[src/rtl/fetch_unit.sv]
// fetch_unit: issues word-aligned instruction fetches,
// buffers up to two {pc, instr} entries for decode.
// Ports:
//   clk, rst_n          clock, async active-low reset
//   next_pc_i           redirect target (low bits ignored)
//   redirect_i          take next_pc_i, flush buffer
//   imem_req_o          fetch request valid
//   imem_addr_o         fetch address (word aligned)
//   imem_gnt_i          memory accepts request
//   imem_rvalid_i       in-order response valid
//   imem_rdata_i        response instruction word
//   if_valid_o          head entry available
//   if_instr_o          head instruction
//   if_pc_o             head pc
//   pc_plus4_o          head pc + 4
//   if_ready_i          decode consumes head
module fetch_unit #(
    parameter logic [31:0] RESET_PC = 32'h0000_0000
) (
    input  logic        clk,
    input  logic        rst_n,
    input  logic [31:0] next_pc_i,
    input  logic        redirect_i,
    output logic        imem_req_o,
    output logic [31:0] imem_addr_o,
    input  logic        imem_gnt_i,
    input  logic        imem_rvalid_i,
    input  logic [31:0] imem_rdata_i,
    output logic        if_valid_o,
    output logic [31:0] if_instr_o,
    output logic [31:0] if_pc_o,
    output logic [31:0] pc_plus4_o,
    input  logic        if_ready_i
);

    logic [31:0] fetch_pc;
    logic [31:0] buf_pc    [2];
    logic [31:0] buf_instr [2];
    logic        rd_ptr;
    logic        wr_ptr;
    logic [1:0]  count;
    logic [1:0]  outstanding;
    logic [1:0]  drop;

    logic [2:0]  budget;
    logic        accept;
    logic        rsp_used;
    logic        push;
    logic        pop;
    logic [31:0] rsp_pc;
    logic [1:0]  drop_redir;

    // Buffer slots are reserved for every in-flight
    // request, including ones that will be dropped.
    assign budget = {1'b0, count}
                  + {1'b0, outstanding}
                  + {1'b0, drop};

    assign imem_req_o  = rst_n & ~redirect_i
                       & (budget < 3'd2);
    assign imem_addr_o = fetch_pc;
    assign accept      = imem_req_o & imem_gnt_i;

    assign rsp_used = imem_rvalid_i
                    & ((drop != 2'd0)
                    | (outstanding != 2'd0));

    assign push = imem_rvalid_i & ~redirect_i
                & (drop == 2'd0)
                & (outstanding != 2'd0);

    assign pop = if_valid_o & if_ready_i & ~redirect_i;

    // Live requests are contiguous and end at
    // fetch_pc - 4, so the oldest one sits
    // outstanding words behind fetch_pc.
    assign rsp_pc = fetch_pc
                  - {28'd0, outstanding, 2'b00};

    // A response arriving with the redirect retires
    // one stale request, so it is not re-counted.
    assign drop_redir = drop + outstanding
                      - {1'b0, rsp_used};

    assign if_valid_o = (count != 2'd0);
    assign if_pc_o    = buf_pc[rd_ptr];
    assign if_instr_o = buf_instr[rd_ptr];
    assign pc_plus4_o = if_pc_o + 32'd4;

    always_ff @(posedge clk or negedge rst_n) begin
        if (!rst_n) begin
            fetch_pc     <= {RESET_PC[31:2], 2'b00};
            buf_pc[0]    <= 32'd0;
            buf_pc[1]    <= 32'd0;
            buf_instr[0] <= 32'd0;
            buf_instr[1] <= 32'd0;
            rd_ptr       <= 1'b0;
            wr_ptr       <= 1'b0;
            count        <= 2'd0;
            outstanding  <= 2'd0;
            drop         <= 2'd0;
        end else if (redirect_i) begin
            fetch_pc    <= {next_pc_i[31:2], 2'b00};
            rd_ptr      <= 1'b0;
            wr_ptr      <= 1'b0;
            count       <= 2'd0;
            outstanding <= 2'd0;
            drop        <= drop_redir;
        end else begin
            if (accept) begin
                fetch_pc <= fetch_pc + 32'd4;
            end
            if (imem_rvalid_i && drop != 2'd0) begin
                drop <= drop - 2'd1;
            end
            outstanding <= outstanding
                         + {1'b0, accept}
                         - {1'b0, push};
            count <= count
                   + {1'b0, push}
                   - {1'b0, pop};
            if (push) begin
                buf_pc[wr_ptr]    <= rsp_pc;
                buf_instr[wr_ptr] <= imem_rdata_i;
                wr_ptr            <= ~wr_ptr;
            end
            if (pop) begin
                rd_ptr <= ~rd_ptr;
            end
        end
    end

endmodule

[config.mk]
export PLATFORM = sky130hd
export DESIGN_NAME = fetch_unit
export DESIGN_NICKNAME = d
export VERILOG_FILES = /design/src/rtl/fetch_unit.sv
export SDC_FILE = /design/constraint.sdc
export NUM_CORES = 1
export LEC_CHECK = 0
export BUFFER_PORTS_ARGS = -buffer_cell sky130_fd_sc_hd__clkbuf_2
export CORE_UTILIZATION = 55
export CTS_CLUSTER_DIAMETER = 30
export DETAILED_ROUTE_END_ITERATION = 10
export PLACE_DENSITY = 0.87
export SKIP_LAST_GASP = 1
export SLEW_MARGIN = 0
export SYNTH_ARGS = -nofsm -noshare
export SYNTH_HDL_FRONTEND = slang
export SYNTH_SLANG_ARGS = --single-unit
[constraint.sdc]
create_clock -name clk -period 4 [get_ports clk]
set_input_delay 0.8 -clock clk [delete_from_list [all_inputs] [get_ports clk]]
set_output_delay 0.8 -clock clk [all_outputs]
set_load 0.005 [all_outputs]
# Yosys cells after proc, flatten, opt, wreduce, memory -nomap -nowiden
# Cells that the tools add are included.
# word_totals
reg_bits	168
inputBits	70
output_inout_bits	130
word_cells	72
# classes
n_addsub	12
order_cmp	4
n_mux	20
n_bitwise	15
reduce_logical	11
# ops
cell	count
32-bit two-way mux	9
64-bit bitwise mux	2
32-bit by 3-bit adder with 32-bit output (second input constant)	2
32-bit demux with 1-bit select	1
32-bit by 4-bit subtractor with 32-bit output	1
2-bit nonzero test	7
1-bit AND	9
2-bit two-way mux	4
2-bit by 1-bit subtractor with 2-bit output	3
2-bit by 1-bit adder with 2-bit output	2
2-bit >= comparator (second input constant)	2
1-bit two-way mux	4
1-bit NOT with 2-bit output	2
2-bit by 2-bit adder with 3-bit output	1
3-bit by 2-bit adder with 3-bit output	1
3-bit by 2-bit less-than comparator with 1-bit output (second input constant)	1
1-bit NOT	3
2-bit adder	1
1-bit logical AND	2
2-bit logical NOT	1
2-bit by 1-bit less-than comparator with 1-bit output (second input constant)	1
2-bit AND reduction	1
2-bit by 1-bit subtractor with 2-bit output (second input constant)	1
1-bit OR	1

# Depth between registers and ports, before layout
# depth
word_depth	8
depth_mapped	14
ltp_nobuf	12

# Least setup slack after synthesis
# Ideal clock, no wire load.
# synth_path
kind	reg2out
startpoint	register rd_ptr
endpoint	output port pc_plus4_o[18]
arrival_time_ps	2504
required_time_ps	3200
setup_slack_ps	696
stages_incl_launch_ff	13
n_path_buf	4
path_cell_list	dfrtp_1 > buf_6 > buf_4 > buf_2 > buf_2 > mux2i_1 > inv_1 > ha_1 > inv_1 > a211oi_2 > and3_1 > nor2b_1 > xor2_1
# synth_via
elab_chain_cells	5
# synth_rtl
item	line	source
start: declaration	39	logic rd_ptr;
start signal: assignment	128	rd_ptr <= ~rd_ptr;
1-bit NOT with 2-bit output (not written as such)	86	assign if_pc_o = buf_pc[rd_ptr];
32-bit two-way mux (not written as such) (3 in series)	86	
net if_pc_o[2]	31	output logic [31:0] if_pc_o,
32-bit by 3-bit adder with 32-bit output	88	assign pc_plus4_o = if_pc_o + 32'd4;
end: declaration	32	output logic [31:0] pc_plus4_o,
# The timed path passes the listed nets, and every way through them passes these cells. The select of a mux whose other input is x is not followed.

# Final worst setup path
# layout_path
startpoint	register rd_ptr
endpoint	output port pc_plus4_o[26]
# layout_via
elab_chain_cells	5
# layout_rtl
item	line
1-bit NOT with 2-bit output (not written as such)	86
32-bit two-way mux (not written as such) (3 in series)	86
32-bit by 3-bit adder with 32-bit output	88
# No other way between the ends. The select of a mux whose other input is x is not followed.

==> reports/summary.txt <==
Clock slew at reported path FFs -> 0.06 ns
Avg Vias per Cell -> 5.669
Post-synth EDFFs -> 0
Seq pwr share -> 40.3%
ANT cells -> 0
Peak Freq -> 264.1 MHz
Power Density -> 496.1 mW/mm^2
Min-delay src -> buf_instr[58]
LEAKAGE -> 5.378 nW
Cell area after layout -> 0.01087 sq mm
Post-CTS Setup Bufs -> 0
CP max FO -> 61
Crit-path cells -> buf_12 -> nand4b_1 -> a211oi_4 -> nand4_1 -> nor3b_1 -> o21ba_1 -> clkbuf_2
Critical Path Sink Type -> primary output
Internal Pwr Total -> 3.674 mW
Flops & latches, synth -> 162
Tot GR Track Use -> 26.58%
Clock power share -> 32.3%
Placed instance area -> 0.01023 sq mm
Root Buffer -> clkbuf_16
Maximum clock path buffer count -> 2
CP startpoint kind -> flop
Max_cap viols -> 0
Synthesis-to-layout area growth -> 17.44%
Port Buffers -> 191
CTS tree -> built
Largest net degree at the start of global routing -> 163
Die ar. -> 0.01735 sq mm
DR iter-0 viols -> 419
Top post-synthesis cells by count -> nand2_1, dfrtp_1, mux2_2
Slowest stage delay, CP -> 0.64 ns
Cell count after synthesis -> 936
Final max-slew violation count -> 0
Type of the worst setup path -> reg2out
Synthesized area per cell -> 9.888 sq um
Core Area -> 0.01652 sq mm
First-pass GRT wire length -> 37.00 mm
FF-to-FF Start -> outstanding[1]
Via Count -> 7517
Crit path max-delay family -> simple AND/OR/NAND/NOR gates
Switch share -> 31.87%
Nets -> 1178
Share of cells above drive strength 1 -> 33.27%
Worst-Margin Slew -> 0.8578 ns
First-pass DRT Iterations -> 5
Outcome -> complete, no violations
CTS Hold Bufs -> 0
Total power -> 5.393 mW
Mapped cell area -> 0.009255 sq mm
Resized Gates After CTS -> 0
Min Tclk post-route -> 3.786 ns
FF-to-FF path depth -> 12
Later-pin clock latency in the skew report -> 0.42 ns
Routed len/inst -> 16.73 um
Setup TNS -> 0 ns
Final wirelength -> 22.18 mm
Top Ports -> 200
Peak VDD IR -> 0.0003504 V
Top_reg_cell synth -> dfrtp_1
HP Class -> reg2reg
Die width -> 131.7 um
Hold EP -> buf_instr[58]
Endpoints failing setup -> 0
Yosys cell types -> 67
RSZ-0062 raised after global routing -> false
Yosys warns -> 0
Grt ovf -> 0
Most common cell in the netlist -> nand2_1
Net Sw Power -> 1.719 mW
Hold path cells -> 2
Starting Density -> 56.01%
Arrival @ worst endpoint -> 2.99 ns
Die Y -> 131.7 um
Row count -> 47
# DRC -> 0
CP bufs+invs -> 2
Clock Sink Count -> 162
WP data required -> 3.20 ns
DP Wirelength -> 15.59 mm
Async SR Flop Fraction -> 100.0%
Reg2Reg Setup Slack -> 0.72 ns
Seq/Total Area, Yosys -> 43.80%
Final period util -> 94.65%
Synth top area share -> 43.80%
GPL Wtd Cong -> 0.8850
Reg2Reg Capture Point -> outstanding[1]
Max_slew headroom -> 42.81%
Slowest CP cell -> dfrtp_4
Clock Skew -> 0.004920 ns
Vias in the first global route -> 7455
Ranking of synthesized cells by area -> dfrtp_1, mux2_2, nand2_1
Antenna-violating nets left -> 0
H-Tree Depth -> 4
Antenna violations before repair -> 1
Total CTS buffers -> 17
Final hold violation count -> 0
Synth area leader -> dfrtp_1
Combinational Power Share -> 27.3%
per-stage QoR:
step / worst slack (ns) / utilization, % / cells / hold WS, ns
global route: 0.04046 / 65.78 / 1326 / 0.4909
finish: 0.2141 / 65.78 / 1326 / 0.4717
CTS: 0.1274 / 65.73 / 1326 / 0.4748
global placement: 0.6563 / 61.91 / 1294 / 0.4553
floorplan: 0.6960 / - / 941 / 0.4417
detailed placement: 0.5435 / 61.91 / 1294 / 0.4585
cells in the final DEF (no fill, tap or decap), types with 4 or more instances in the layout:
master / instances
nor3_2: 8
and3_1: 7
nand3_1: 26
ha_1: 13
mux2_2: 92
o21ai_0: 32
or3_1: 5
xor2_1: 20
dfrtp_1: 161
a22oi_1: 4
inv_6: 4
xnor2_1: 44
nor4_4: 4
conb_1: 6
nand4_1: 15
clkbuf_2: 190
a221o_1: 7
o311ai_0: 12
nor2_1: 53
bufinv_16: 4
buf_4: 7
clkbuf_16: 17
a21oi_2: 5
o211ai_1: 9
nand2_1: 183
inv_1: 28
o21ai_1: 13
nor3_1: 7
nand4b_1: 6
nor3b_1: 7
nor2b_1: 6
nor4_1: 7
nor4_2: 5
a21oi_1: 26
mux2i_1: 9
power groups by stage:
stage | Clock [mW] | Combinational, mW | Sequential (mW)
global placement | 0 | 1.42 | 2.18
detailed placement | 0 | 1.47 | 2.20
CTS | 1.77 | 1.48 | 2.17
global route | 1.84 | 1.63 | 2.22
floorplan | 0 | 0.943 | 2.08
finish | 1.74 | 1.47 | 2.17
worst register-to-register path, cell delays in order (launching register included):
cell,delay (ns)
dfrtp_1,0.42
inv_1,0.13
fa_1,0.54
inv_1,0.05
ha_1,0.28
nor3b_1,0.20
and3_2,0.42
inv_1,0.32
ha_1,0.37
inv_1,0.04
ha_1,0.18
xnor2_1,0.16
nor2_1,0.05
cell families after synthesis:
group,count (synthesis),share of synthesized area (%)
other,1,0.04052
XOR/XNOR,64,6.057
buffers and inverters,96,5.502
AND/OR/NAND/NOR,368,20.79
flip-flops,162,43.80
adder cells (fa/ha/maj),15,2.190
multiplexers,101,12.17
AO/OA/AOI/OAI,129,9.450
routing by layer:
layer  global-route usage (%)  routed length, um
met2                    44.30              10930
met4                    6.718                259
met3                    4.591               1238
met1                    36.04               9754
met5                        0                  0
worst max path at each step:
stage	end	cells after the start	start	slack (ns)
after floorplan	pc_plus4_o[18]	12	rd_ptr	0.70
after global placement	pc_plus4_o[26]	7	rd_ptr	0.66
after detailed placement	pc_plus4_o[26]	7	rd_ptr	0.54
after CTS	pc_plus4_o[26]	7	rd_ptr	0.13
after global routing	pc_plus4_o[26]	7	rd_ptr	0.04
final	pc_plus4_o[26]	7	rd_ptr	0.21
sequential cells by signal, summed over array words and instances, names as in the netlist:
register	flops
buf_instr	64
rd_ptr	1
imem_addr_o	30
wr_ptr	1
outstanding	2
count	2
buf_pc	60
drop	2
final cells by class:
class | count | area [sq um]
tap | 220 | 275.3
fill | 1284 | 5655
inverter | 28 | 105.1
timing repair buffer | 201 | 1075
sequential | 162 | 4058
clock buffer | 17 | 425.4
multi-input combinational | 683 | 4726
clock inverter | 15 | 205.2
Note: power is estimated with default switching activity, not from simulation.
